File: src/rtl/s_pdif_transmitter.sv
// S/PDIF (IEC 60958) 16-bit stereo transmitter: biphase-mark line coder with block framing.
// One Clk_Ena strobe per half-cell; 64 half-cells per subframe, 2 subframes per frame.
module s_pdif_transmitter (
  input  logic        Clk,
  input  logic        Reset,
  input  logic        Clk_Ena,
  input  logic        Enable,
  input  logic        Audio_Valid,
  input  logic [15:0] Audio_L,
  input  logic [15:0] Audio_R,
  output logic        S_PDIF_Out,
  output logic        Frame_Start,
  output logic        Underrun
);

  localparam logic [7:0] PreB      = 8'b11101000;
  localparam logic [7:0] PreM      = 8'b11100010;
  localparam logic [7:0] PreW      = 8'b11100100;
  localparam logic [7:0] LastFrame = 8'd191;

  logic [5:0]  hc_q, hc_d;
  logic        sf_q, sf_d;
  logic [7:0]  frame_q, frame_d;
  logic        line_q, line_d;
  logic        inv_q, inv_d;
  logic        par_q, par_d;
  logic [15:0] hold_l_q, hold_l_d;
  logic [15:0] hold_r_q, hold_r_d;
  logic        pend_q, pend_d;
  logic [15:0] sh_l_q, sh_l_d;
  logic [15:0] sh_r_q, sh_r_d;
  logic        v_q, v_d;
  logic        fs_q, fs_d;
  logic        ur_q, ur_d;

  logic        load;
  logic [4:0]  slot;
  logic        first_half;
  logic [7:0]  pre_pat;
  logic        pre_bit;
  logic        c_bit;
  logic        data_bit;

  always_comb begin
    load       = Enable && Clk_Ena && (hc_q == 6'd0) && !sf_q;
    slot       = hc_q[5:1];
    first_half = !hc_q[0];
    pre_pat    = sf_q ? PreW : ((frame_q == 8'd0) ? PreB : PreM);
    pre_bit    = pre_pat[~hc_q[2:0]];
    c_bit      = (frame_q == 8'd2) || (frame_q == 8'd25);
  end

  always_comb begin
    data_bit = 1'b0;
    if (slot >= 5'd12 && slot <= 5'd27) begin
      data_bit = sf_q ? sh_r_q[0] : sh_l_q[0];
    end else if (slot == 5'd28) begin
      data_bit = v_q;
    end else if (slot == 5'd30) begin
      data_bit = c_bit;
    end else if (slot == 5'd31) begin
      data_bit = par_q;
    end
  end

  always_comb begin
    hc_d     = hc_q;
    sf_d     = sf_q;
    frame_d  = frame_q;
    line_d   = line_q;
    inv_d    = inv_q;
    par_d    = par_q;
    hold_l_d = hold_l_q;
    hold_r_d = hold_r_q;
    pend_d   = pend_q;
    sh_l_d   = sh_l_q;
    sh_r_d   = sh_r_q;
    v_d      = v_q;
    fs_d     = 1'b0;
    ur_d     = 1'b0;

    if (!Enable) begin
      hc_d    = 6'd0;
      sf_d    = 1'b0;
      frame_d = 8'd0;
      line_d  = 1'b0;
    end else if (Clk_Ena) begin
      // Preamble polarity follows the line level left by the previous subframe.
      if (slot < 5'd4) begin
        line_d = pre_bit ^ ((hc_q == 6'd0) ? line_q : inv_q);
      end else if (first_half) begin
        line_d = ~line_q;
      end else begin
        line_d = line_q ^ data_bit;
      end

      if (hc_q == 6'd0) begin
        inv_d = line_q;
        par_d = 1'b0;
      end else if (slot >= 5'd4 && slot <= 5'd30 && first_half) begin
        par_d = par_q ^ data_bit;
      end

      if (!first_half && slot >= 5'd12 && slot <= 5'd27) begin
        if (sf_q) begin
          sh_r_d = {1'b0, sh_r_q[15:1]};
        end else begin
          sh_l_d = {1'b0, sh_l_q[15:1]};
        end
      end

      hc_d = hc_q + 6'd1;
      if (hc_q == 6'd63) begin
        sf_d = ~sf_q;
        if (sf_q) begin
          frame_d = (frame_q == LastFrame) ? 8'd0 : frame_q + 8'd1;
        end
      end
    end

    if (Audio_Valid) begin
      hold_l_d = Audio_L;
      hold_r_d = Audio_R;
      pend_d   = 1'b1;
    end

    // A sample arriving on the load cycle bypasses the holding register.
    if (load) begin
      sh_l_d = Audio_Valid ? Audio_L : hold_l_q;
      sh_r_d = Audio_Valid ? Audio_R : hold_r_q;
      pend_d = 1'b0;
      ur_d   = !pend_q && !Audio_Valid;
      v_d    = !pend_q && !Audio_Valid;
      fs_d   = 1'b1;
    end
  end

  always_ff @(posedge Clk) begin
    if (Reset) begin
      hc_q     <= 6'd0;
      sf_q     <= 1'b0;
      frame_q  <= 8'd0;
      line_q   <= 1'b0;
      inv_q    <= 1'b0;
      par_q    <= 1'b0;
      hold_l_q <= 16'd0;
      hold_r_q <= 16'd0;
      pend_q   <= 1'b0;
      sh_l_q   <= 16'd0;
      sh_r_q   <= 16'd0;
      v_q      <= 1'b0;
      fs_q     <= 1'b0;
      ur_q     <= 1'b0;
    end else begin
      hc_q     <= hc_d;
      sf_q     <= sf_d;
      frame_q  <= frame_d;
      line_q   <= line_d;
      inv_q    <= inv_d;
      par_q    <= par_d;
      hold_l_q <= hold_l_d;
      hold_r_q <= hold_r_d;
      pend_q   <= pend_d;
      sh_l_q   <= sh_l_d;
      sh_r_q   <= sh_r_d;
      v_q      <= v_d;
      fs_q     <= fs_d;
      ur_q     <= ur_d;
    end
  end

  assign S_PDIF_Out  = line_q;
  assign Frame_Start = fs_q;
  assign Underrun    = ur_q;

endmodule

File: config.mk
export PLATFORM = sky130hd
export DESIGN_NAME = s_pdif_transmitter
export DESIGN_NICKNAME = d
export VERILOG_FILES = /design/src/rtl/s_pdif_transmitter.sv
export SDC_FILE = /design/constraint.sdc
export NUM_CORES = 1
export LEC_CHECK = 0
export CAP_MARGIN = 20
export CORE_ASPECT_RATIO = 1.4
export CORE_UTILIZATION = 40
export CTS_BUF_LIST = sky130_fd_sc_hd__clkbuf_4
export CTS_CLUSTER_DIAMETER = 150
export CTS_CLUSTER_SIZE = 28
export DETAILED_ROUTE_END_ITERATION = 7
export DONT_BUFFER_PORTS = 1
export SYNTH_ARGS = -nofsm -noshare
export SYNTH_HDL_FRONTEND = slang
export SYNTH_SLANG_ARGS = --single-unit
File: constraint.sdc
create_clock -name Clk -period 3.63 [get_ports Clk]
set_input_delay 0.726 -clock Clk [delete_from_list [all_inputs] [get_ports Clk]]
set_output_delay 0.726 -clock Clk [all_outputs]
set_load 0.02 [all_outputs]
==> flow_results.org <==
** Place
- Global placer's final weighted congestion :: approximately 0.80
- Number of buffers added on ports :: 0
- Detailed placement finished with a half-perimeter wire length of about 5000 µm.

** Synth
- Sequential elements use between 40% and 50% of the synthesized area.
- Synthesized instance count :: 420
- In this run, synthesis produced a sequential element count of 86.
- Number of synthesis warnings :: 0
- In the synthesized netlist the async set-or-reset flop fraction comes to 0%.
- Most area-consuming cells after synthesis :: sky130_fd_sc_hd__dfxtp_1 (45%), sky130_fd_sc_hd__mux2i_1 (13%), sky130_fd_sc_hd__nor2_1 (4.9%), sky130_fd_sc_hd__nand2_1 (4.4%), sky130_fd_sc_hd__o211ai_1 (3.5%)
- Synth Cell Area :: 3840 µm²
- Net count of the mapped netlist :: 463
- Post-synth top area cell :: sky130_fd_sc_hd__dfxtp_1
- For this run, the leading register cell type out of synthesis is sky130_fd_sc_hd__dfxtp_1.
- Each instance of the synthesized netlist takes up on average 9.14 µm².
- Area share of the largest cell type after synthesis :: 44.9%
- Netlist cell types :: between 40 and 50
- Yosys mapped a number of flops with a built-in enable equal to 0.

** Global route
- First-pass GRT wire length :: around 13000 µm
- All-layer global routing usage :: 16.3%
- Number of global-route vias before repair :: between 2000 and 3000
- Remaining Overflow, GRT :: 0
- Largest net degree at the start of global routing :: 73
- The initial antenna violation count was 0.

** Clock network
- TritonCTS Buffers :: 9
- CTS sink count :: between 80 and 90
- The cell sitting at the root of the clock tree is a sky130_fd_sc_hd__clkbuf_4.
- After clock tree synthesis, the clock-pin slew on the worst setup and hold paths is 0.13 ns.
- After clock tree synthesis, the repair step resized 0 gates.
- Buffers inserted to repair hold after CTS numbered 0.
- Buffers added to address setup during post-CTS repair amount to 0.
- At the later pin of the worst-skew pair, clock insertion delay measures between 0.4 and 0.5 ns.
- CTS tree :: done
- Number of buffers between clock root and the deepest sink :: 2
- In this run the number of H-tree levels came out at 3.

** Pwr
- The design draws roughly 1.7 mW.
- Power density normalized to cell area :: between 400 and 500 nW/µm²
- The worst-case IR drop observed on VDD is roughly 0.2 mV.
- The analysis attributes to cell leakage a power of ~1.5 nW.

** Timing
- For the pin with the worst max-slew slack, the measured transition is between 0.9 and 1 ns.
- Setup total negative slack on the finished layout was measured at 0 ns.
- The clock arrives with around 0.016 ns of skew.
- RSZ-0062 raised after global routing :: no
- Setup violations, final :: 0
- Crit share post-route :: between 60% and 70%
- Time the worst path needs with I/O delays and setup :: ~2.5 ns
- Remaining max-slew budget at the tightest pin :: a little under two fifths
- The final number of hold-violating endpoints was 0.
- Achievable Freq :: between 400 and 500 MHz
- Final Max Tran Viols :: 0

** Worst setup path
- The worst setup path is launched from a flop.
- Of all nets on the critical path, the largest fanout is 51.
- List of cells traversed by the critical path :: or3_4, nor4_4, buf_4, a41o_1, o211ai_1, a21oi_1
- Worst EP required :: 4.02 ns
- In this design, the stage delay of the slowest critical-path cell is approximately 0.49 ns.
- Broken down by cell family, the worst path's largest delay share belongs to compound AO/OA/AOI/OAI gates.
- The worst setup path is of the reg2reg kind.
- Arrival time reported for the critical path endpoint :: approximately 2.9 ns
- Worst Setup End Kind :: flop
- Slowest cell on the critical path :: sky130_fd_sc_hd__a41o_1
- The number of buffers and inverters on the critical path is 1.

** Flow run
- Total of max-cap violations :: 0

** Floorplan
- Full die area :: roughly 10000 µm²
- The total area inside the core boundary comes to slightly above 9000 µm².
- Once the floorplan was initialized, standard cells occupied roughly two fifths of the core.
- Die height :: 118 µm
- Floorplan die width :: roughly 85 µm
- 40 I/O pins were placed.
- The initialized floorplan defines 41 standard-cell rows.

** Cells and area
- After the last flow step, the layout net total stands at about 450.
- Count of filler cells inserted in the layout :: roughly 900
- Of the cells placed in the final design, the portion with a size suffix greater than 1 is roughly 6.4%.
- Area delta synth->final :: 4.17%
- In the layout the commonest cells are sky130_fd_sc_hd__dfxtp_1 (86), sky130_fd_sc_hd__mux2i_1 (51), sky130_fd_sc_hd__nor2_1 (50).
- 0 antenna diodes ended up in the layout.
- Commonest non-fill, non-tap cell in the layout :: sky130_fd_sc_hd__dfxtp_1

** Route
- After detailed routing, the number of remaining DRC violations is 0.
- After detailed routing, the number of vias per cell comes to roughly 5.5.
- The first detailed-routing pass ran for 7 iterations.
- Final routed wirelength across all metal layers :: 7570 µm
- Average wire length per cell after detail routing :: 14.7 µm
- The detail route stage leaves a number of antenna-violating nets equal to 0.
- Vias after detailed routing :: 2810
- In this run, the number of DRC markers left after iteration 0 of detailed routing was between 100 and 150.

** Hold path
- Path category of the worst min-delay check :: in2reg

** Outcome
- The run finished with clean final reports.
## worst register-to-register path, cell delays in order, from the launching register on
cell	delay [ns]
sky130_fd_sc_hd__dfxtp_1	0.43
sky130_fd_sc_hd__or3_4	0.44
sky130_fd_sc_hd__nor4_4	0.25
sky130_fd_sc_hd__buf_4	0.43
sky130_fd_sc_hd__a41o_1	0.52
sky130_fd_sc_hd__o211ai_1	0.16
sky130_fd_sc_hd__a21oi_1	0.18
## per-layer routing
layer	vias to the layer above	share of wire, %	global-route usage, %
met2	42	48	26.5
li1	1440	-	-
met3	17	3.1	3.72
met1	1311	45	19.5
met5	-	0	0
met4	0	3.4	9.85
## state kept, by name (all words and copies together) (netlist names), 6 cells and up
register	flops
sh_r_q	16
frame_q	8
hc_q	6
hold_r_q	16
sh_l_q	16
hold_l_q	16
## area by class of cell
type                            count  area, µm²  area share (%)
Clock buffer                       11       82.6            2.07
Clock inverter                      5       60.1            1.50
Inverter                            5       18.8           0.469
Multi-Input combinational cell    297       1960            49.0
Sequential cell                    86       1720            43.1
Tap cell                          107        134            3.35
Timing Repair Buffer                3       22.5           0.563
## cells by family after synthesis
logic type	synth area share [%]
adders and majority gates	1.96
DFF	44.9
buffers and inverters	4.27
and+or+nand+nor	19.4
muxes	13.3
AOI/OAI and AO/OA	13.9
xor gates and xnor gates	2.28
## synth_stat cells, types with 2 or more instances
| cell | n |
|---|---|
| sky130_fd_sc_hd__dfxtp_1 | 86 |
| sky130_fd_sc_hd__mux2i_1 | 51 |
| sky130_fd_sc_hd__nor2_1 | 50 |
| sky130_fd_sc_hd__nand2_1 | 45 |
| sky130_fd_sc_hd__a21oi_1 | 23 |
| sky130_fd_sc_hd__and2_1 | 18 |
| sky130_fd_sc_hd__o211ai_1 | 18 |
| sky130_fd_sc_hd__a211oi_1 | 17 |
| sky130_fd_sc_hd__clkbuf_1 | 17 |
| sky130_fd_sc_hd__buf_2 | 11 |
| sky130_fd_sc_hd__nand4_1 | 7 |
| sky130_fd_sc_hd__o21ai_0 | 7 |
| sky130_fd_sc_hd__xor2_1 | 7 |
| sky130_fd_sc_hd__ha_1 | 6 |
| sky130_fd_sc_hd__inv_1 | 5 |
| sky130_fd_sc_hd__nand3_1 | 5 |
| sky130_fd_sc_hd__a31o_2 | 3 |
| sky130_fd_sc_hd__and3_1 | 3 |
| sky130_fd_sc_hd__nand2b_1 | 3 |
| sky130_fd_sc_hd__xnor2_1 | 3 |
| sky130_fd_sc_hd__a41oi_1 | 2 |
| sky130_fd_sc_hd__and3b_1 | 2 |
| sky130_fd_sc_hd__buf_1 | 2 |
| sky130_fd_sc_hd__nor2b_1 | 2 |
| sky130_fd_sc_hd__nor4_1 | 2 |
| sky130_fd_sc_hd__nor4b_1 | 2 |
| sky130_fd_sc_hd__o41ai_1 | 2 |
| sky130_fd_sc_hd__or3_1 | 2 |
## report_power, final
| part | switching, mW | internal (mW) |
|---|---|---|
| logic | 0.0639 | 0.0543 |
| registers | 0.0203 | 0.986 |
| clock network | 0.328 | 0.227 |
## metrics by stage
step                utilization [%]  instances  hold slack, ns  worst slack [ns]  instance area (µm²)
global route                   43.5        514           0.290             0.984                 4000
floorplan                         -        420           0.402              1.34                 3840
finish                         43.5        514           0.326              1.16                 4000
global placement               42.0        498           0.417              1.24                 3860
CTS                            43.5        514           0.298              1.15                 4000
detailed placement             42.0        498           0.417              1.16                 3860
## path summary, 6_finish.rpt
kind                                            from                       to  slack [ns]  depth (start not counted)
worst max-delay path            hc_q[3]$_SDFFE_PP0P_  sh_r_q[10]$_SDFFE_PP0P_        1.16                          6
worst min register to register   pend_q$_SDFFE_PP0P_      Underrun$_SDFF_PP0_        0.44                          1
worst max register to register  hc_q[3]$_SDFFE_PP0P_  sh_r_q[10]$_SDFFE_PP0P_        1.16                          6
worst min-delay path                           Reset   hold_r_q[5]$_SDFF_PP0_        0.33                          1
Power figures use the tool's default switching activity.
